--- src/rtl/sseg_ctrl.sv ---
// sseg_ctrl: serialises a 16-bit hex value into a clear + four-digit byte frame for the SPI byte sender.
// Define SSEG_BRIGHT_EN to prefix every frame with the brightness command 0x7A and the bri snapshot.
module sseg_ctrl #(
    parameter logic [31:0] REFRESH_CYC = 32'd0,
    parameter bit          BLANK_LZ    = 1'b0,
    parameter logic [7:0]  BLANK_CODE  = 8'h78,
    parameter logic [7:0]  CLR_CODE    = 8'h76
) (
    input  logic        clk,
    input  logic        rst_n,
    input  logic [15:0] val,
    input  logic        upd,
    input  logic [7:0]  bri,
    output logic        spi_req,
    output logic [7:0]  spi_dat,
    input  logic        spi_snt,
    output logic        busy,
    output logic        done
);
`ifdef SSEG_BRIGHT_EN
    localparam int NB = 7;
    localparam logic [7:0] FIRST = 8'h7A;
    logic [7:0] bri_q;
`else
    localparam int NB = 5;
    localparam logic [7:0] FIRST = CLR_CODE;
    logic unused_bri;
    assign unused_bri = ^bri;
`endif
    typedef enum logic [1:0] {IDLE, SEND, WAIT} state_t;
    state_t      state;
    logic [15:0] val_q;
    logic [2:0]  idx;
    logic        pending;
    logic [31:0] cnt;
    logic [3:0]  blank;
    logic [7:0]  frame [8];
    logic        refresh_hit;
    logic        trig;
    logic        last;
    assign refresh_hit = (REFRESH_CYC != 32'd0) && (cnt == REFRESH_CYC - 32'd1);
    assign trig        = upd || pending || refresh_hit;
    assign last        = idx == 3'(NB - 1);
    // blanking ripples down from d3 until the first nonzero digit and never reaches d0
    always_comb begin
        blank[3] = BLANK_LZ && (val_q[15:12] == 4'h0);
        blank[2] = blank[3] && (val_q[11:8] == 4'h0);
        blank[1] = blank[2] && (val_q[7:4] == 4'h0);
        blank[0] = 1'b0;
    end
    always_comb begin
        for (int i = 0; i < 8; i++) frame[i] = 8'h00;
`ifdef SSEG_BRIGHT_EN
        frame[0] = 8'h7A;
        frame[1] = bri_q;
        frame[2] = CLR_CODE;
`else
        frame[0] = CLR_CODE;
`endif
        for (int i = 0; i < 4; i++)
            frame[NB-4+i] = blank[3-i] ? BLANK_CODE : {4'h0, val_q[(3-i)*4 +: 4]};
    end
    always_ff @(posedge clk or negedge rst_n) begin
        if (!rst_n) begin
            state   <= IDLE;
            spi_req <= 1'b0;
            spi_dat <= 8'h00;
            busy    <= 1'b0;
            done    <= 1'b0;
            pending <= 1'b0;
            cnt     <= 32'd0;
            idx     <= 3'd0;
            val_q   <= 16'h0000;
`ifdef SSEG_BRIGHT_EN
            bri_q   <= 8'h00;
`endif
        end else begin
            done <= 1'b0;
            case (state)
                IDLE: begin
                    if (trig) begin
                        val_q   <= val;
`ifdef SSEG_BRIGHT_EN
                        bri_q   <= bri;
`endif
                        idx     <= 3'd0;
                        spi_dat <= FIRST;
                        spi_req <= 1'b1;
                        busy    <= 1'b1;
                        pending <= 1'b0;
                        cnt     <= 32'd0;
                        state   <= SEND;
                    end else begin
                        cnt <= cnt + 32'd1;
                    end
                end
                SEND: begin
                    pending <= pending | upd;
                    if (spi_snt) begin
                        spi_req <= 1'b0;
                        state   <= WAIT;
                    end
                end
                WAIT: begin
                    pending <= pending | upd;
                    if (!spi_snt) begin
                        if (last) begin
                            busy  <= 1'b0;
                            done  <= 1'b1;
                            state <= IDLE;
                        end else begin
                            idx     <= idx + 3'd1;
                            spi_dat <= frame[idx + 3'd1];
                            spi_req <= 1'b1;
                            state   <= SEND;
                        end
                    end
                end
                default: state <= IDLE;
            endcase
        end
    end
endmodule

--- config.mk ---
export PLATFORM = sky130hd
export DESIGN_NAME = sseg_ctrl
export DESIGN_NICKNAME = d
export VERILOG_FILES = /design/src/rtl/sseg_ctrl.sv
export SDC_FILE = /design/constraint.sdc
export NUM_CORES = 1
export LEC_CHECK = 0
export CAP_MARGIN = 20
export CORE_UTILIZATION = 45
export CTS_CLUSTER_SIZE = 30
export DETAILED_ROUTE_END_ITERATION = 8
export GPL_TIMING_DRIVEN = 1
export HOLD_SLACK_MARGIN = 0.08
export MAX_ROUTING_LAYER = met4
export PLACE_DENSITY = 0.75
export SLEW_MARGIN = 20
export SYNTH_ARGS = -nofsm -noshare
export SYNTH_HDL_FRONTEND = slang
export SYNTH_SLANG_ARGS = --single-unit
export TNS_END_PERCENT = 5
--- constraint.sdc ---
create_clock -name clk -period 4.6 [get_ports clk]
set_clock_uncertainty 0.1 [all_clocks]
set_input_delay 0.69 -clock clk [delete_from_list [all_inputs] [get_ports clk]]
set_output_delay 0.69 -clock clk [all_outputs]
set_load 0.01 [all_outputs]
==> results.rst, run 1 <==
.. list-table::
   :header-rows: 1

   * - Metric
     - Value
   * - Antenna diodes
     - 0
   * - Initial DRT Pass Iterations
     - 4
   * - Global route overflow
     - 0
   * - Worst min-delay path category
     - reg -> reg
   * - Placement Rows
     - 20
   * - Leakage power
     - around 0.80 nW
   * - Vert. Die Dim
     - 60 µm
   * - Endpoint required time on the critical path
     - around 4.8 ns
   * - Post-route met1 wirelength
     - around 1200 µm
   * - CTS H-Tree Depth
     - 2
   * - Internal
     - between 0.7 and 0.8 mW
   * - Endpoints failing hold
     - 0
   * - Worst relative slew slack
     - around 65%
   * - Clock slew at the register clock pins of the worst setup and hold paths
     - approximately 0.10 ns
   * - Buffers inserted by post-CTS timing repair
     - 0
   * - Avg Cell Area, Syn
     - around 12 µm²
   * - Post-DRT Antenna Nets
     - 0
   * - Horizontal extent of the die
     - approximately 60 µm
   * - Fraction of post-synthesis cell area in the top cell type by area
     - 49.6%
   * - Number of cells produced by synthesis
     - about 130
   * - I/O pin cnt
     - 39
   * - Violation count after the first detailed-routing iteration
     - 37
   * - Net count after synthesis
     - 165
   * - Combined area of all synthesized cells
     - 1510 µm²
   * - CP arrival
     - between 2 and 2.5 ns
   * - DR top layer
     - met4
   * - Post-DR vias/cell
     - ~5.2
   * - Detailed-routed wire length on met2
     - between 1000 and 1500 µm
   * - Final weighted congestion in routability-driven placement
     - 0.863
   * - Main combinational cell family by area after synthesis
     - multiplexers
   * - Net Sw Power
     - around 0.39 mW
   * - TritonCTS buffer count
     - 5
   * - VDD IR max
     - 0.299 mV
   * - Fill count
     - 263
   * - Type of element capturing the critical path
     - register
   * - Final Max Slew Viols
     - 0
   * - Via count of the first global-routing pass
     - about 1,000
   * - Detail Route met3 WL
     - approximately 130 µm
   * - Total wirelength of the detailed-routed design
     - 2700 µm
   * - Standard cell core area
     - ~3100 µm²
   * - Overall routing resource usage
     - between 10% and 20%
   * - Top cells by area, synth
     - sky130_fd_sc_hd__dfrtp_1 50%, sky130_fd_sc_hd__mux2_2 13%, sky130_fd_sc_hd__ha_1 6.6%
   * - Crit Path Max Fanout
     - 12
   * - Hold Buf Count CTS
     - 0
   * - Resized Gates After CTS
     - 0
   * - Post-synthesis share of cell area spent on xor and xnor gates
     - between 1 and 1.5%
   * - Detail Placement HPWL
     - about 2000 µm
   * - Clock tree from TritonCTS
     - done
   * - Fraction of final layout cells sized beyond drive strength 1
     - a little under a fifth
   * - Die area
     - about 3600 µm²
   * - Part of the cycle the worst path needs
     - 45.2%
   * - Fraction of power consumed by sequential logic
     - about 40%
   * - Share of synthesized cell area in full adder, half adder and majority cells
     - between 6 and 7%
   * - Worst slew pin tran
     - ~0.52 ns
   * - Post-placement setup slack
     - between 2 and 2.5 ns
   * - Highest Clock Rate
     - around 480 MHz
   * - Post-route DRC
     - 0
   * - Critical path launch point type
     - register
   * - Share of power burned in the clock network
     - between 10% and 20%
   * - Unique masters post-synth
     - 35
   * - Total power
     - 1.14 mW
   * - Clock insertion delay at the later pin of the skew report
     - 0.34 ns
   * - Nets
     - ~200
   * - Post-route setup slack
     - about 2.5 ns
   * - Post-synthesis register bit count
     - 30
   * - Clock root buffer
     - sky130_fd_sc_hd__clkbuf_4
   * - Count of port buffers added during placement
     - 29
   * - Number of maximum-capacitance violations
     - 0
   * - Sequential-to-total area share from yosys stat
     - between 40% and 50%
   * - Yosys synthesis warning count
     - 0
   * - Cell area power density
     - around 600 nW/µm²
   * - Global-route wire length before repair
     - between 4000 and 5000 µm
   * - Critical Setup Path Class
     - reg -> reg
   * - Starting density of the core
     - 48.4%
   * - Aggregate negative setup slack
     - 0 ns
   * - Status
     - finished, final reports clean
   * - Area growth, synth to finish
     - 24.5%
   * - Comb pwr share
     - around 45%
   * - Simple-Gate Fraction of Synth Area
     - under 10%
   * - Pin count of the biggest net entering global routing
     - 31
   * - Net switching share of the total power
     - roughly a third
   * - Per-cell routed wire length
     - 13.2 µm
   * - Initial antenna violation count
     - 0
   * - Post-layout min period
     - slightly above 2 ns
   * - Post-synthesis compound-gate area fraction
     - between 10% and 20%
   * - Placed Cells incl. Taps
     - between 150 and 200
   * - Clock net sink count
     - 30
   * - Via Count
     - ~1,100
   * - Cell type contributing the most total cell area after synthesis
     - sky130_fd_sc_hd__dfrtp_1
   * - Final setup violation count
     - 0
   * - RSZ-0062 raised after global routing
     - no
   * - Portion of netlist area occupied by mux cells
     - between 10% and 20%
   * - Buffer depth of the longest clock path
     - 2
   * - Post-route insts no fill
     - roughly 200
per-layer routing:
metal  vias to the layer above  global-route usage (%)
met5                         -                       -
met4                         0                    14.0
met3                         9                    4.76
met2                        30                    28.1
met1                       496                    21.1
li1                        518                       -
state kept, by name, summed over array words and instances (netlist names):
name,cells
val_q,16
spi_dat,5
idx,3
state,2
busy,1
done,1
pending,1
spi_req,1
synthesized netlist by cell type, drive strengths merged:
library cell,n
dfrtp,30
a21oi,3
a2bb2oi,2
a211oi,1
nand2b,2
o22a,2
nor2,3
and4b,1
a22o,2
nand3,5
xor2,1
o311ai,2
buf,5
or3b,1
nand2,8
xnor2,1
nand4,2
nor2b,3
o31a,1
o22ai,1
clkbuf,3
o31ai,2
nor3b,2
ha,8
o21a,1
o21ai,7
conb,1
mux2,18
mux2i,4
inv,6
o2111ai,1
path summary, 6_finish.rpt:
check / cells after the start / startpoint / slack [ns] / to
worst min-delay path: 1 / val_q[1] / 0.40 / val_q[1]
worst min register to register: 1 / val_q[1] / 0.40 / val_q[1]
min in group asynchronous: 2 / rst_n / 0.62 / spi_req
max in group asynchronous: 2 / rst_n / 3.51 / val_q[11]
worst max-delay path: 5 / idx[0] / 2.52 / spi_dat[0]
worst max register to register: 5 / idx[0] / 2.52 / spi_dat[0]
power groups by stage:
stage / clock network (mW) / registers, mW / logic [mW]
after floorplan: 0 / 0.448 / 0.372
after global placement: 0 / 0.453 / 0.499
after detailed placement: 0 / 0.459 / 0.518
after CTS: 0.171 / 0.454 / 0.519
after global routing: 0.184 / 0.470 / 0.570
final: 0.168 / 0.453 / 0.514
critical path, stage by stage, from the launching register on:
cell and delay, ns:
sky130_fd_sc_hd__dfrtp_1 0.58, sky130_fd_sc_hd__inv_1 0.09, sky130_fd_sc_hd__ha_1 0.54, sky130_fd_sc_hd__mux2i_1 0.15
sky130_fd_sc_hd__o311ai_0 0.38, sky130_fd_sc_hd__a22o_1 0.18
through the flow:
stage | utilization, % | hold WS (ns) | cell area [µm²]
global route | 60.2 | 0.436 | 1880
CTS | 60.2 | 0.410 | 1880
global placement | 58.3 | 0.383 | 1820
finish | 60.2 | 0.401 | 1880
floorplan | - | 0.294 | 1510
detailed placement | 58.3 | 0.389 | 1820
cells by family after synthesis:
| kind of cell | count (synthesis) |
|---|---|
| mux | 22 |
| flops | 30 |
| buf+inv | 14 |
| xor+xnor | 2 |
| other cells | 1 |
| simple gates | 27 |
| compound gates | 25 |
| fa+ha+maj | 8 |
final cells by class:
type | count | area, µm² | area share (%)
Sequential cell | 30 | 751 | 39.8
Multi-Input combinational cell | 85 | 691 | 36.7
Timing Repair Buffer | 31 | 305 | 16.2
Inverter | 6 | 22.5 | 1.20
Clock inverter | 1 | 5.00 | 0.266
Tap cell | 44 | 55.1 | 2.92
Clock buffer | 7 | 55.1 | 2.92
cells in the final DEF, fill, tap and decap left out, types with 2 or more instances in the layout:
| master | Yosys | layout |
|---|---|---|
| sky130_fd_sc_hd__ha_1 | 8 | 8 |
| sky130_fd_sc_hd__a22o_1 | 2 | 2 |
| sky130_fd_sc_hd__o311ai_0 | 2 | 2 |
| sky130_fd_sc_hd__clkdlybuf4s50_1 | 0 | 29 |
| sky130_fd_sc_hd__inv_1 | 6 | 6 |
| sky130_fd_sc_hd__nand4_1 | 2 | 2 |
| sky130_fd_sc_hd__nand2_1 | 8 | 8 |
| sky130_fd_sc_hd__nor3b_1 | 2 | 2 |
| sky130_fd_sc_hd__nand2b_1 | 2 | 2 |
| sky130_fd_sc_hd__o22a_1 | 2 | 2 |
| sky130_fd_sc_hd__nor2b_1 | 3 | 3 |
| sky130_fd_sc_hd__clkbuf_4 | 0 | 5 |
| sky130_fd_sc_hd__nor2_1 | 3 | 3 |
| sky130_fd_sc_hd__dfrtp_1 | 30 | 30 |
| sky130_fd_sc_hd__o31ai_1 | 2 | 2 |
| sky130_fd_sc_hd__nand3_1 | 5 | 5 |
| sky130_fd_sc_hd__o21ai_0 | 6 | 6 |
| sky130_fd_sc_hd__mux2i_1 | 4 | 4 |
| sky130_fd_sc_hd__mux2_2 | 18 | 18 |
| sky130_fd_sc_hd__buf_4 | 3 | 2 |
| sky130_fd_sc_hd__a21oi_1 | 3 | 3 |
No activity file was read; power rests on OpenSTA's default activity.
==> run 2, diff against run 1 <==
--- a/config.mk
+++ b/config.mk
@@ -6,7 +6,7 @@
 export NUM_CORES = 1
 export LEC_CHECK = 0
 export CAP_MARGIN = 20
-export CORE_UTILIZATION = 45
+export CORE_UTILIZATION = 43
 export CTS_CLUSTER_SIZE = 30
 export DETAILED_ROUTE_END_ITERATION = 8
 export GPL_TIMING_DRIVEN = 1
==> constraint.sdc (replaced) <==
create_clock -name clk -period 1.8 [get_ports clk]
set_clock_uncertainty 0.1 [all_clocks]
set_input_delay 0.27 -clock clk [delete_from_list [all_inputs] [get_ports clk]]
set_output_delay 0.27 -clock clk [all_outputs]
set_load 0.01 [all_outputs]
==> results.rst, run 2 (synthesis gave the netlist of run 1 again) <==
.. list-table::
   :header-rows: 1

   * - Metric
     - Value
   * - Status
     - finished, final reports clean
   * - Clock slew at the register clock pins of the worst setup and hold paths
     - 0.09 ns (about the same)
   * - Cell type of the slowest stage on the worst timing path
     - sky130_fd_sc_hd__dfrtp_1
   * - Vert. Die Dim
     - 61.3 µm (+2.2%)
   * - Detail Placement HPWL
     - 2110 µm (+8.3%)
   * - Area after DPL
     - 1910 µm² (+4.8%)
   * - Post-route insts no fill
     - 220 (+7.8%)
   * - Part of the cycle the worst path needs
     - 99.8% (+55 points)
   * - Number of maximum-capacitance violations
     - 0 (unchanged)
   * - CTS H-Tree Depth
     - 2 (unchanged)
   * - Final setup violation count
     - 0 (unchanged)
   * - Count of port buffers added during placement
     - 29 (unchanged)
   * - Nets
     - 209 (+7.2%)
   * - Critical path launch point type
     - register
   * - Final instance area
     - 2060 µm² (+9.2%)
   * - Worst min-delay path category
     - in -> async
   * - RSZ-0062 raised after global routing
     - yes
   * - Via Count
     - 1,131 (+7.4%)
   * - Fraction of final layout cells sized beyond drive strength 1
     - 31.0% (+13 points)
   * - Die area
     - 3760 µm² (+4.5%)
   * - Largest delay contributor family on the critical path
     - simple AND/OR/NAND/NOR gates
   * - Placement Rows
     - 21 (+5.0%)
   * - Horizontal extent of the die
     - 61.3 µm (+2.2%)
   * - Clock insertion delay at the later pin of the skew report
     - 0.32 ns (-0.02 ns)
   * - Post-DRT Antenna Nets
     - 0 (unchanged)
   * - Via count of the first global-routing pass
     - 1,070 (+2.7%)
   * - Total wirelength of the detailed-routed design
     - 3020 µm (+12%)
   * - Net switching share of the total power
     - 33.5% (-1.2 points)
   * - Standard cell core area
     - 3360 µm² (+7.5%)
   * - Overall routing resource usage
     - 18.5% (-0.12 points)
   * - CP arrival
     - 1.91 ns (-0.36 ns)
   * - Pin count of the biggest net entering global routing
     - 31 (unchanged)
   * - Antenna diodes
     - 0 (unchanged)
   * - Final Max Slew Viols
     - 0 (unchanged)
   * - Post-route DRC
     - 0 (unchanged)
   * - Total buffers and inverters traversed by the critical path
     - 1 (unchanged)
   * - Cell area power density
     - 1610 nW/µm² (+170%)
   * - Buffer depth of the longest clock path
     - 2 (unchanged)
   * - Area growth, synth to finish
     - 36.0%
   * - Clock root buffer
     - sky130_fd_sc_hd__clkbuf_4
   * - Initial DRT Pass Iterations
     - 4 (unchanged)
   * - Per-cell routed wire length
     - 13.7 µm (+3.8%)
   * - Clock net sink count
     - 30 (unchanged)
   * - Share of power burned in the clock network
     - 15.6% (+0.8 points)
   * - Endpoints failing hold
     - 0 (unchanged)
   * - VDD IR max
     - 0.832 mV (+180%)
   * - Highest Clock Rate
     - 557 MHz (+16%)
   * - Largest stage delay on the critical path
     - 0.40 ns (-0.18 ns)
   * - Hold Buf Count CTS
     - 0 (unchanged)
   * - Post-layout min period
     - 1.80 ns (-0.282 ns)
   * - Net Sw Power
     - 1.11 mW (+180%)
   * - I/O pin cnt
     - 39 (unchanged)
   * - Post-placement setup slack
     - -0.129 ns (-2.36 ns)
   * - Clock tree from TritonCTS
     - done
   * - Number of flip-flops under the largest register name
     - 16 (unchanged)
   * - Global route overflow
     - 0 (unchanged)
   * - Leakage power
     - 0.892 nW (+11%)
   * - Internal
     - 2.20 mW (+200%)
   * - Series of cell instances along the critical path
     - inv_2, ha_4, or3b_4, and4b_2, mux2_4
   * - Final weighted congestion in routability-driven placement
     - 0.767 (-11%)
   * - Type of element capturing the critical path
     - register
   * - Fraction of power consumed by sequential logic
     - 34.5% (-5.4 points)
   * - Starting density of the core
     - 45.0% (-3.4 points)
   * - Largest registers in the final layout
     - val_q x16, spi_dat x5, idx x3
   * - Critical Setup Path Class
     - reg -> reg
   * - Endpoint required time on the critical path
     - 1.92 ns (-2.87 ns)
   * - Post-route setup slack
     - 0.00312 ns (-2.52 ns)
   * - Comb pwr share
     - 49.9% (+4.7 points)
   * - Placed Cells incl. Taps
     - 209 (+6.6%)
   * - Global-route wire length before repair
     - 4750 µm (+5.2%)
   * - Crit Path Max Fanout
     - 8 (-4)
   * - Most common library cell in the layout ignoring fill and taps
     - sky130_fd_sc_hd__dfrtp_1
   * - Top library cells by usage in the layout, fill and taps aside
     - 30 x sky130_fd_sc_hd__dfrtp_1, 29 x sky130_fd_sc_hd__clkdlybuf4s50_1, 17 x sky130_fd_sc_hd__mux2_2
   * - Initial antenna violation count
     - 0 (unchanged)
   * - Register ranked first by flip-flop count
     - val_q
   * - Total power
     - 3.31 mW (+190%)
   * - Post-DR vias/cell
     - 5.14 (-0.40%)
   * - TritonCTS buffer count
     - 5 (unchanged)
   * - Violation count after the first detailed-routing iteration
     - 16 (-57%)
run 2: cell count changes in the layout (fill, tap and decap cells not counted), moves of 2 or more:
| cell | delta |
|---|---|
| sky130_fd_sc_hd__buf_4 | +14 |
| sky130_fd_sc_hd__ha_1 | -3 |
| sky130_fd_sc_hd__ha_4 | +2 |
| sky130_fd_sc_hd__inv_1 | -2 |
| sky130_fd_sc_hd__inv_2 | +2 |
run 2: repair_timing:
action | CTS | global route
endpoints found under the setup margin | 3 | 9
resized for setup | 4 | 8
gates cloned | 0 | 0
endpoints found under the hold margin | 0 | 0
setup buffers | 3 | 0
pin swaps | 0 | 1
run 2: layout make-up:
class                           count  area [µm²]
Timing Repair Buffer               45         410
Tap cell                           46        57.6
Multi-Input combinational cell     85         739
Clock buffer                        5        37.5
Clock inverter                      3        40.0
Inverter                            6        22.5
Sequential cell                    30         751
Fill cell                         280        1310
run 2: per-layer routing:
metal,global-route usage (%),part of all wire [%],vias to the layer above
li1,-,-,547
met1,22.0,44,542
met2,28.0,50,40
met3,5.88,5.0,2
met4,9.84,0.83,0
met5,-,0,-
run 2: power groups by stage:
stage / clock network (mW) / registers, mW / logic, mW
2_1_floorplan: 0 / 1.14 / 0.961
3_3_place_gp: 0 / 1.13 / 1.44
3_5_place_dp: 0 / 1.15 / 1.52
4_1_cts: 0.533 / 1.14 / 1.56
5_1_grt: 0.573 / 1.17 / 1.79
6_report: 0.516 / 1.14 / 1.65
run 2: metrics by stage:
step | hold WS, ns | util [%] | TNS [ns]
2_1_floorplan | -0.126 | - | -0.0771
3_3_place_gp | 0.387 | 56.8 | -0.131
3_5_place_dp | 0.394 | 56.8 | -0.478
4_1_cts | 0.227 | 59.9 | -0.00668
5_1_grt | 0.244 | 61.2 | -0.0532
6_report | 0.227 | 61.2 | 0
run 2: worst register-to-register path: cells and delay by family, from the launching register on:
family	cells	cell delay, ns
AND/OR/NAND/NOR	2	0.67
flip-flops	1	0.40
multiplexers	1	0.29
adder cells (fa/ha/maj)	1	0.14
buffers and inverters	1	0.09
run 2: worst paths after layout:
check | from | end | slack (ns) | depth (start not counted)
max | state[1] | idx[0] | 0.003 | 5
min | rst_n | spi_dat[5] | 0.23 | 2
max reg2reg | state[1] | idx[0] | 0.003 | 5
min reg2reg | spi_dat[0] | spi_dat[0] | 0.41 | 1
max in group asynchronous | rst_n | state[0] | 1.10 | 2
min in group clk | spi_dat[0] | spi_dat[0] | 0.41 | 1
